$ cat src/rtl/rv32i_pkg.sv
// Shared definitions for the rv32i memory-port arbiter slice.
//   owner_t     : which requester owns the response returning next cycle
//   MEM_LATENCY : cycles from address to read data at the memory port
package rv32i_pkg;

  typedef enum logic [1:0] {
    OWN_NONE = 2'd0,
    OWN_IF   = 2'd1,
    OWN_D    = 2'd2
  } owner_t;

  localparam int unsigned MEM_LATENCY = 1;

endpackage : rv32i_pkg

$ cat src/rtl/rv32i_arbFairness.sv
// Starvation guard for the fetch requester.
// Counts consecutive cycles in which fetch asked for the memory and lost.
// Once the count reaches STARVE_MAX, force_if tells the arbiter to let
// fetch win regardless of a pending data request.
//   clk      : system clock, rising edge
//   reset    : asynchronous, active-low reset
//   if_req   : fetch is requesting this cycle
//   if_gnt   : fetch was granted this cycle
//   force_if : fetch must win this cycle
module rv32i_arbFairness #(
  parameter int unsigned STARVE_MAX = 3
) (
  input  logic clk,
  input  logic reset,
  input  logic if_req,
  input  logic if_gnt,
  output logic force_if
);

  localparam logic [3:0] MAX_CNT = 4'(STARVE_MAX);

  logic [3:0] starve_cnt_reg;

  // A cycle without a fetch request also clears the count, so the
  // "consecutive losses" window restarts whenever fetch goes quiet.
  always_ff @(posedge clk or negedge reset) begin
    if (!reset) begin
      starve_cnt_reg <= 4'd0;
    end else if (!if_req || if_gnt) begin
      starve_cnt_reg <= 4'd0;
    end else if (starve_cnt_reg < MAX_CNT) begin
      starve_cnt_reg <= starve_cnt_reg + 4'd1;
    end
  end

  assign force_if = (starve_cnt_reg == MAX_CNT);

endmodule : rv32i_arbFairness

$ cat src/rtl/rv32i_memarbiter.sv
// Arbiter for the single-ported instruction/data memory.
// Grants at most one of fetch / data per cycle (data first, fetch forced
// through after STARVE_MAX consecutive losses), drives the shared memory
// port and routes the registered read data back to its owner next cycle.
//   clk, reset (async active-low)
//   fetch side : if_req, if_addr -> if_gnt, if_rdata, if_rvalid
//   data side  : d_req, d_we, d_be, d_addr, d_wdata -> d_gnt, d_rdata, d_rvalid
//   memory     : mem_addr, mem_we, mem_be, mem_wdata -> mem_rdata
//   stall_if   : fetch is requesting but was not granted
module rv32i_memarbiter
  import rv32i_pkg::*;
#(
  parameter int unsigned STARVE_MAX = 3
) (
  input  logic        clk,
  input  logic        reset,
  input  logic        if_req,
  input  logic [29:0] if_addr,
  output logic        if_gnt,
  output logic [31:0] if_rdata,
  output logic        if_rvalid,
  input  logic        d_req,
  input  logic        d_we,
  input  logic [3:0]  d_be,
  input  logic [29:0] d_addr,
  input  logic [31:0] d_wdata,
  output logic        d_gnt,
  output logic [31:0] d_rdata,
  output logic        d_rvalid,
  output logic [29:0] mem_addr,
  output logic        mem_we,
  output logic [3:0]  mem_be,
  output logic [31:0] mem_wdata,
  input  logic [31:0] mem_rdata,
  output logic        stall_if
);

  logic        force_if;
  owner_t      grant_own;
  owner_t      resp_sel_reg;
  owner_t      resp_sel_next;
  logic [29:0] last_addr_reg;

  rv32i_arbFairness #(
    .STARVE_MAX(STARVE_MAX)
  ) u_fairness (
    .clk      (clk),
    .reset    (reset),
    .if_req   (if_req),
    .if_gnt   (if_gnt),
    .force_if (force_if)
  );

  // Data has priority unless the starvation guard hands the cycle to fetch.
  always_comb begin
    grant_own = OWN_NONE;
    if (d_req && !(if_req && force_if)) begin
      grant_own = OWN_D;
    end else if (if_req) begin
      grant_own = OWN_IF;
    end
  end

  assign if_gnt   = (grant_own == OWN_IF);
  assign d_gnt    = (grant_own == OWN_D);
  assign stall_if = if_req && !if_gnt;

  // Memory port mux. With no grant the address is parked on the last
  // granted value so the memory sees no spurious address toggling.
  always_comb begin
    mem_addr  = last_addr_reg;
    mem_we    = 1'b0;
    mem_be    = 4'hF;
    mem_wdata = d_wdata;
    if (grant_own == OWN_IF) begin
      mem_addr = if_addr;
    end else if (grant_own == OWN_D) begin
      mem_addr = d_addr;
      mem_we   = d_we;
      if (d_we) begin
        mem_be = d_be;
      end
    end
  end

  // Writes produce no response, so only read grants claim the return slot.
  always_comb begin
    resp_sel_next = OWN_NONE;
    if (grant_own == OWN_IF) begin
      resp_sel_next = OWN_IF;
    end else if (grant_own == OWN_D && !d_we) begin
      resp_sel_next = OWN_D;
    end
  end

  always_ff @(posedge clk or negedge reset) begin
    if (!reset) begin
      resp_sel_reg  <= OWN_NONE;
      last_addr_reg <= 30'd0;
    end else begin
      resp_sel_reg <= resp_sel_next;
      if (grant_own != OWN_NONE) begin
        last_addr_reg <= mem_addr;
      end
    end
  end

  assign if_rvalid = (resp_sel_reg == OWN_IF);
  assign d_rvalid  = (resp_sel_reg == OWN_D);
  assign if_rdata  = mem_rdata;
  assign d_rdata   = mem_rdata;

endmodule : rv32i_memarbiter

$ cat config.mk
export PLATFORM = sky130hd
export DESIGN_NAME = rv32i_memarbiter
export DESIGN_NICKNAME = d
export VERILOG_FILES = /design/src/rtl/rv32i_pkg.sv /design/src/rtl/rv32i_arbFairness.sv /design/src/rtl/rv32i_memarbiter.sv
export SDC_FILE = /design/constraint.sdc
export NUM_CORES = 1
export LEC_CHECK = 0
export ABC_AREA = 1
export ABC_CLOCK_PERIOD_IN_PS = 1500
export BUFFER_PORTS_ARGS = -buffer_cell sky130_fd_sc_hd__buf_2
export CORE_AREA = 2 2 104 106
export DETAILED_ROUTE_END_ITERATION = 6
export DIE_AREA = 0 0 106 108
export SETUP_SLACK_MARGIN = 0.2
export SLEW_MARGIN = 20
export SYNTH_ARGS = -nofsm -noshare
export SYNTH_HDL_FRONTEND = slang
export SYNTH_SLANG_ARGS = --single-unit
$ cat constraint.sdc
create_clock -name clk -period 1.5 [get_ports clk]
set_input_delay 0.225 -clock clk [delete_from_list [all_inputs] [get_ports clk]]
set_output_delay 0.225 -clock clk [all_outputs]
set_load 0.05 [all_outputs]
Yosys cells after proc, flatten, opt, wreduce, memory -nomap -nowiden
Index checks and enable logic that the tools add are counted.

Bits in registers: 36. Bits of input ports: 133.

Add/subtract/negate cells: 1. Magnitude comparators: 1. Equality and inequality tests: 5. Multiplexer cells: 13. Reduce and logical (&&, ||, !) cells: 11.

Operators with widths (number): two-way mux 30 bit (2); two-way mux 4 bit (5); two-way mux 2 bit (3); adder 4 x 1 -> 4 bit, second input constant (1); == test 2 x 1 -> 1 bit, second input constant (2); == test 2 bit, second input constant (2); == test 4 x 2 -> 1 bit, second input constant (1); logical AND 1 bit (4); zero test 1 bit (4); < comparator 4 x 2 -> 1 bit, second input constant (1); nonzero test 2 bit (2); two-way mux 1 bit (3); logical OR 1 bit (1).

Longest topological paths before layout
Depth after elaboration: 9. Mapped depth: 8. Mapped depth without buffers: 8.

By module
A second synthesis with hierarchy kept.

Cell total of the unflattened synthesis: 398. Area, all modules: 2861.5 µm².

Modules (own cells, without submodules): rv32i_memarbiter (times used 1, cells each 377, area each 2667.6 µm², seq. area each 800.8 µm²); rv32i_arbFairness (times used 1, cells each 21, area each 193.9 µm², seq. area each 100.1 µm²).

Least setup slack after synthesis
Ideal clock, no wire load.

Kind: reg2out. Start point: register u_fairness.starve_cnt_reg[0]. End point: output mem_be[0]. Arrival time: 1.801 ns. Slack: -0.526 ns. Cell stages (with the launch flop): 8. Buffers on the path: 0. Cell sequence: dfrtp_1 ha_1 nand2_2 inv_2 nand2_4 nand2_4 nor2_2 nand2_1.

Cells in the longest elaborated chain, start to end: 8. Elaborated cells on any way between the ends: 9. Classes of those cells: 3 x eq/ne; 3 x mux; 3 x reduce/logical.

Ends and longest elaborated chain: from (decl) (line rv32i_arbFairness.sv:22) `logic [3:0] starve_cnt_reg;`; from (signal assigned) (line rv32i_arbFairness.sv:32) `starve_cnt_reg <= starve_cnt_reg + 4'd1;`; == test 4 x 2 -> 1 bit * (line rv32i_arbFairness.sv:36) `assign force_if = (starve_cnt_reg == MAX_CNT);`; logical AND 1 bit * (line rv32i_memarbiter.sv:57) `if (d_req && !(if_req && force_if)) begin`; zero test 1 bit * (line rv32i_memarbiter.sv:57); logical AND 1 bit * (line rv32i_memarbiter.sv:57); two-way mux 2 bit * (line rv32i_memarbiter.sv:57); == test 2 bit (line rv32i_memarbiter.sv:77) `end else if (grant_own == OWN_D) begin`; two-way mux 4 bit (line rv32i_memarbiter.sv:77); two-way mux 4 bit * (line rv32i_memarbiter.sv:75) `if (grant_own == OWN_IF) begin`; to (decl) (line rv32i_memarbiter.sv:32) `output logic [3:0] mem_be,`.

Every way passes the cells marked *; elsewhere a longest branch is shown, timed or not.

Final worst setup path
Start point: register u_fairness.starve_cnt_reg[1]. End point: output mem_addr[14].

Cells in the longest elaborated chain, start to end: 8. Elaborated cells on any way between the ends: 9. Classes of those cells: 3 x eq/ne; 3 x mux; 3 x reduce/logical.

Ends and longest elaborated chain: == test 4 x 2 -> 1 bit * (line rv32i_arbFairness.sv:36); logical AND 1 bit * (line rv32i_memarbiter.sv:57); zero test 1 bit * (line rv32i_memarbiter.sv:57); logical AND 1 bit * (line rv32i_memarbiter.sv:57); two-way mux 2 bit * (line rv32i_memarbiter.sv:57); == test 2 bit (line rv32i_memarbiter.sv:77); two-way mux 30 bit (line rv32i_memarbiter.sv:77); two-way mux 30 bit * (line rv32i_memarbiter.sv:75); to (decl) (line rv32i_memarbiter.sv:30) `output logic [29:0] mem_addr,`.

Marked as above.

==> reports/metrics.cfg <==
[timing]
setup_viol = 39
min_period_ps = 1910
relSlewSlack = 0.692
final_max_slew_viol_count = 0
rsz0062_at_grt = true
tightestPinTransition_ps = 461
hold_violations = 0
skew_ps = 5.60
fmax_mhz = 524
holdWs_ps = 126
setup_slack_ps = -409
fin_crit_sh = 1.27

[layout]
regArea_um2 = 901
fin_nets = 519
final_area_mm2 = 0.00416
drive_above_1_share = 0.648
syn_to_final_growth_pct = 50.2
largest_register_ffs = 30
multi_input_area_mm2 = 0.00158
diodes = 0
n_fill_cell = 1005
finalNonFillerCells = 522

[die]
core_mm2 = 0.0102
start_util = 0.271
ios = 269
die_h_um = 108
die_area_mm2 = 0.0114
rows = 37
die_x_um = 106

[critical_path]
cp-start-kind = flip-flop
worstSetupEndpointType = output port
crit_fanout = 16
cp.arrival_ps = 1680
crit_required_ps = 1270
critPathKind = reg2out

[detailed_routing]
num_vias = 2353
vias_per_cell = 4.51
first_pass_iters = 4
wire_per_inst_um = 14.9
drc_errors = 0
drtAntennaViolNets = 0
routed_wl_um = 7790
dr.first_iter.drc_count = 51

[place]
pre_cts_ws_ps = -232
post_dp_cell_area_mm2 = 0.00346
dpl.hpwl_um = 5680
globalplace.congestion = 0.710
place_inst = 509
portBuffers = 108

[synth]
yosysTopAreaCell = dfrtp_1
ys_async_sr_fraction = 1.00
syn_area_per_cell_um2 = 8.22
yosys-top-cells-count = buf_4, nand3_1, nand2_1
synth_seq_area_share = 0.325
synthCells = 337
ys_types = 18
synth_area_leaders = dfrtp_1, buf_4, nand3_1
netlist_area_mm2 = 0.00277
yosys.area.top_type_share = 0.325
yosys_warnings = 0
synthMostInstantiatedCell = buf_4
ys.flop_type = dfrtp_1
syn_nets = 471
synth_seq_cells = 36
synth_edf_count = 0

[clocking]
h-tree-depth = 2
cts_tree = done
clk_latency_ps = 280
cts_buffers = 5
clk_pin_slew_ps = 70
cts_buffer_depth = 2
clock-sinks = 36
clock-root-buffer = clkbuf_8

[power_and_ir_drop]
power_density_mw_per_mm2 = 745
leakage_nw = 2.07
ir_worst_vdd_v = 0.000272
power_mw = 3.10

[run_status]
violations = negative setup slack
status = complete, but fails checks

[global_routing]
grt_pass1_vias = 2401
grt_max_degree = 20
antenna_found_initial = 0
grt_usage = 0.129
grt_pass1_wl_um = 11700
grt.overflow.total = 0

[hold_path]
hold_class = in2reg

[run]
drv_cap = 0

## worst paths after layout
kind                                         startpoint                      endpoint  slack [ps]  cells after the start
min in group asynchronous                         reset              last_addr_reg[2]         420                      2
max reg2reg                u_fairness.starve_cnt_reg[0]  u_fairness.starve_cnt_reg[2]         -20                     10
min                                                d_we               resp_sel_reg[1]         130                      2
max in group asynchronous                         reset             last_addr_reg[18]         600                      3
max                        u_fairness.starve_cnt_reg[1]                  mem_addr[14]        -410                      8
min reg2reg                u_fairness.starve_cnt_reg[2]  u_fairness.starve_cnt_reg[2]         540                      2
## metrics by stage
step	utilization	TNS (ps)
after CTS	0.385	-14740
after floorplan	-	-727
after detailed placement	0.338	-7310
after global placement	0.338	-6270
final	0.406	-13820
after global routing	0.406	-17760
## cell families after synthesis
logic type                 after synthesis  share of synthesized area
adders and majority gates                1                    0.00452
buffers and inverters                  127                      0.319
and+or+nand+nor                        171                      0.346
DFF                                     36                      0.325
xor gates and xnor gates                 1                    0.00316
AOI/OAI and AO/OA                        1                    0.00181
## cell usage in the layout (no fill, tap or decap)
cell type | synthesis | layout
nor2_1 | 7 | 5
nand2_8 | 0 | 2
ha_2 | 0 | 1
inv_1 | 12 | 11
clkinvlp_4 | 0 | 1
clkbuf_8 | 0 | 6
inv_4 | 0 | 1
buf_6 | 4 | 5
clkbuf_16 | 0 | 1
dlygate4sd3_1 | 0 | 1
nor2_4 | 0 | 3
a21oi_1 | 1 | 1
nand3_4 | 0 | 36
clkbuf_1 | 2 | 2
nand3_1 | 94 | 46
buf_4 | 98 | 35
clkbuf_4 | 0 | 1
buf_2 | 8 | 69
nand2_2 | 1 | 1
nor2_2 | 2 | 1
nand3_2 | 28 | 40
inv_6 | 0 | 1
xor2_1 | 1 | 1
dfrtp_1 | 36 | 36
buf_12 | 0 | 7
nand2_4 | 2 | 5
nand2_1 | 37 | 33
buf_8 | 0 | 34
## power breakdown
| part | switching [mW] | internal, mW |
|---|---|---|
| Sequential | 0.0228 | 1.05 |
| Clock | 0.338 | 0.375 |
| Combinational | 0.756 | 0.555 |
| Total | 1.12 | 1.98 |
## worst max-delay path: stages, from the launching register on
cell	delay, ps
dfrtp_1	390
ha_2	200
nand2_2	70
inv_4	50
nand2_8	90
buf_12	160
nand3_1	150
nand3_4	130
buf_8	150
## layer usage
| layer | track usage | part of all wire | routed length [um] | vias up |
|---|---|---|---|---|
| met1 | 0.146 | 0.36 | 2840 | 1122 |
| met4 | 0.0423 | 0.012 | 95 | 0 |
| met3 | 0.0241 | 0.066 | 511 | 19 |
| met5 | 0 | 0 | 0 | - |
| li1 | - | - | - | 1107 |
| met2 | 0.243 | 0.56 | 4350 | 105 |
## layout make-up
type / count / area share
Multi-Input combinational cell: 175 / 0.379
Timing Repair Buffer: 153 / 0.327
Sequential cell: 36 / 0.217
Tap cell: 136 / 0.0409
Clock buffer: 8 / 0.0217
Inverter: 14 / 0.0153
## what timing repair did
| item | 4_1_cts | 5_1_grt |
|---|---|---|
| pin swaps | 6 | 0 |
| gates resized for setup | 108 | 35 |
| endpoints found under the hold margin | 17 | 0 |
| cloned | 0 | 2 |
| setup endpoints to repair | 71 | 74 |
| setup buffers | 1 | 1 |
| hold buffers | 1 | 0 |
No activity file was read; power rests on OpenSTA's default activity.
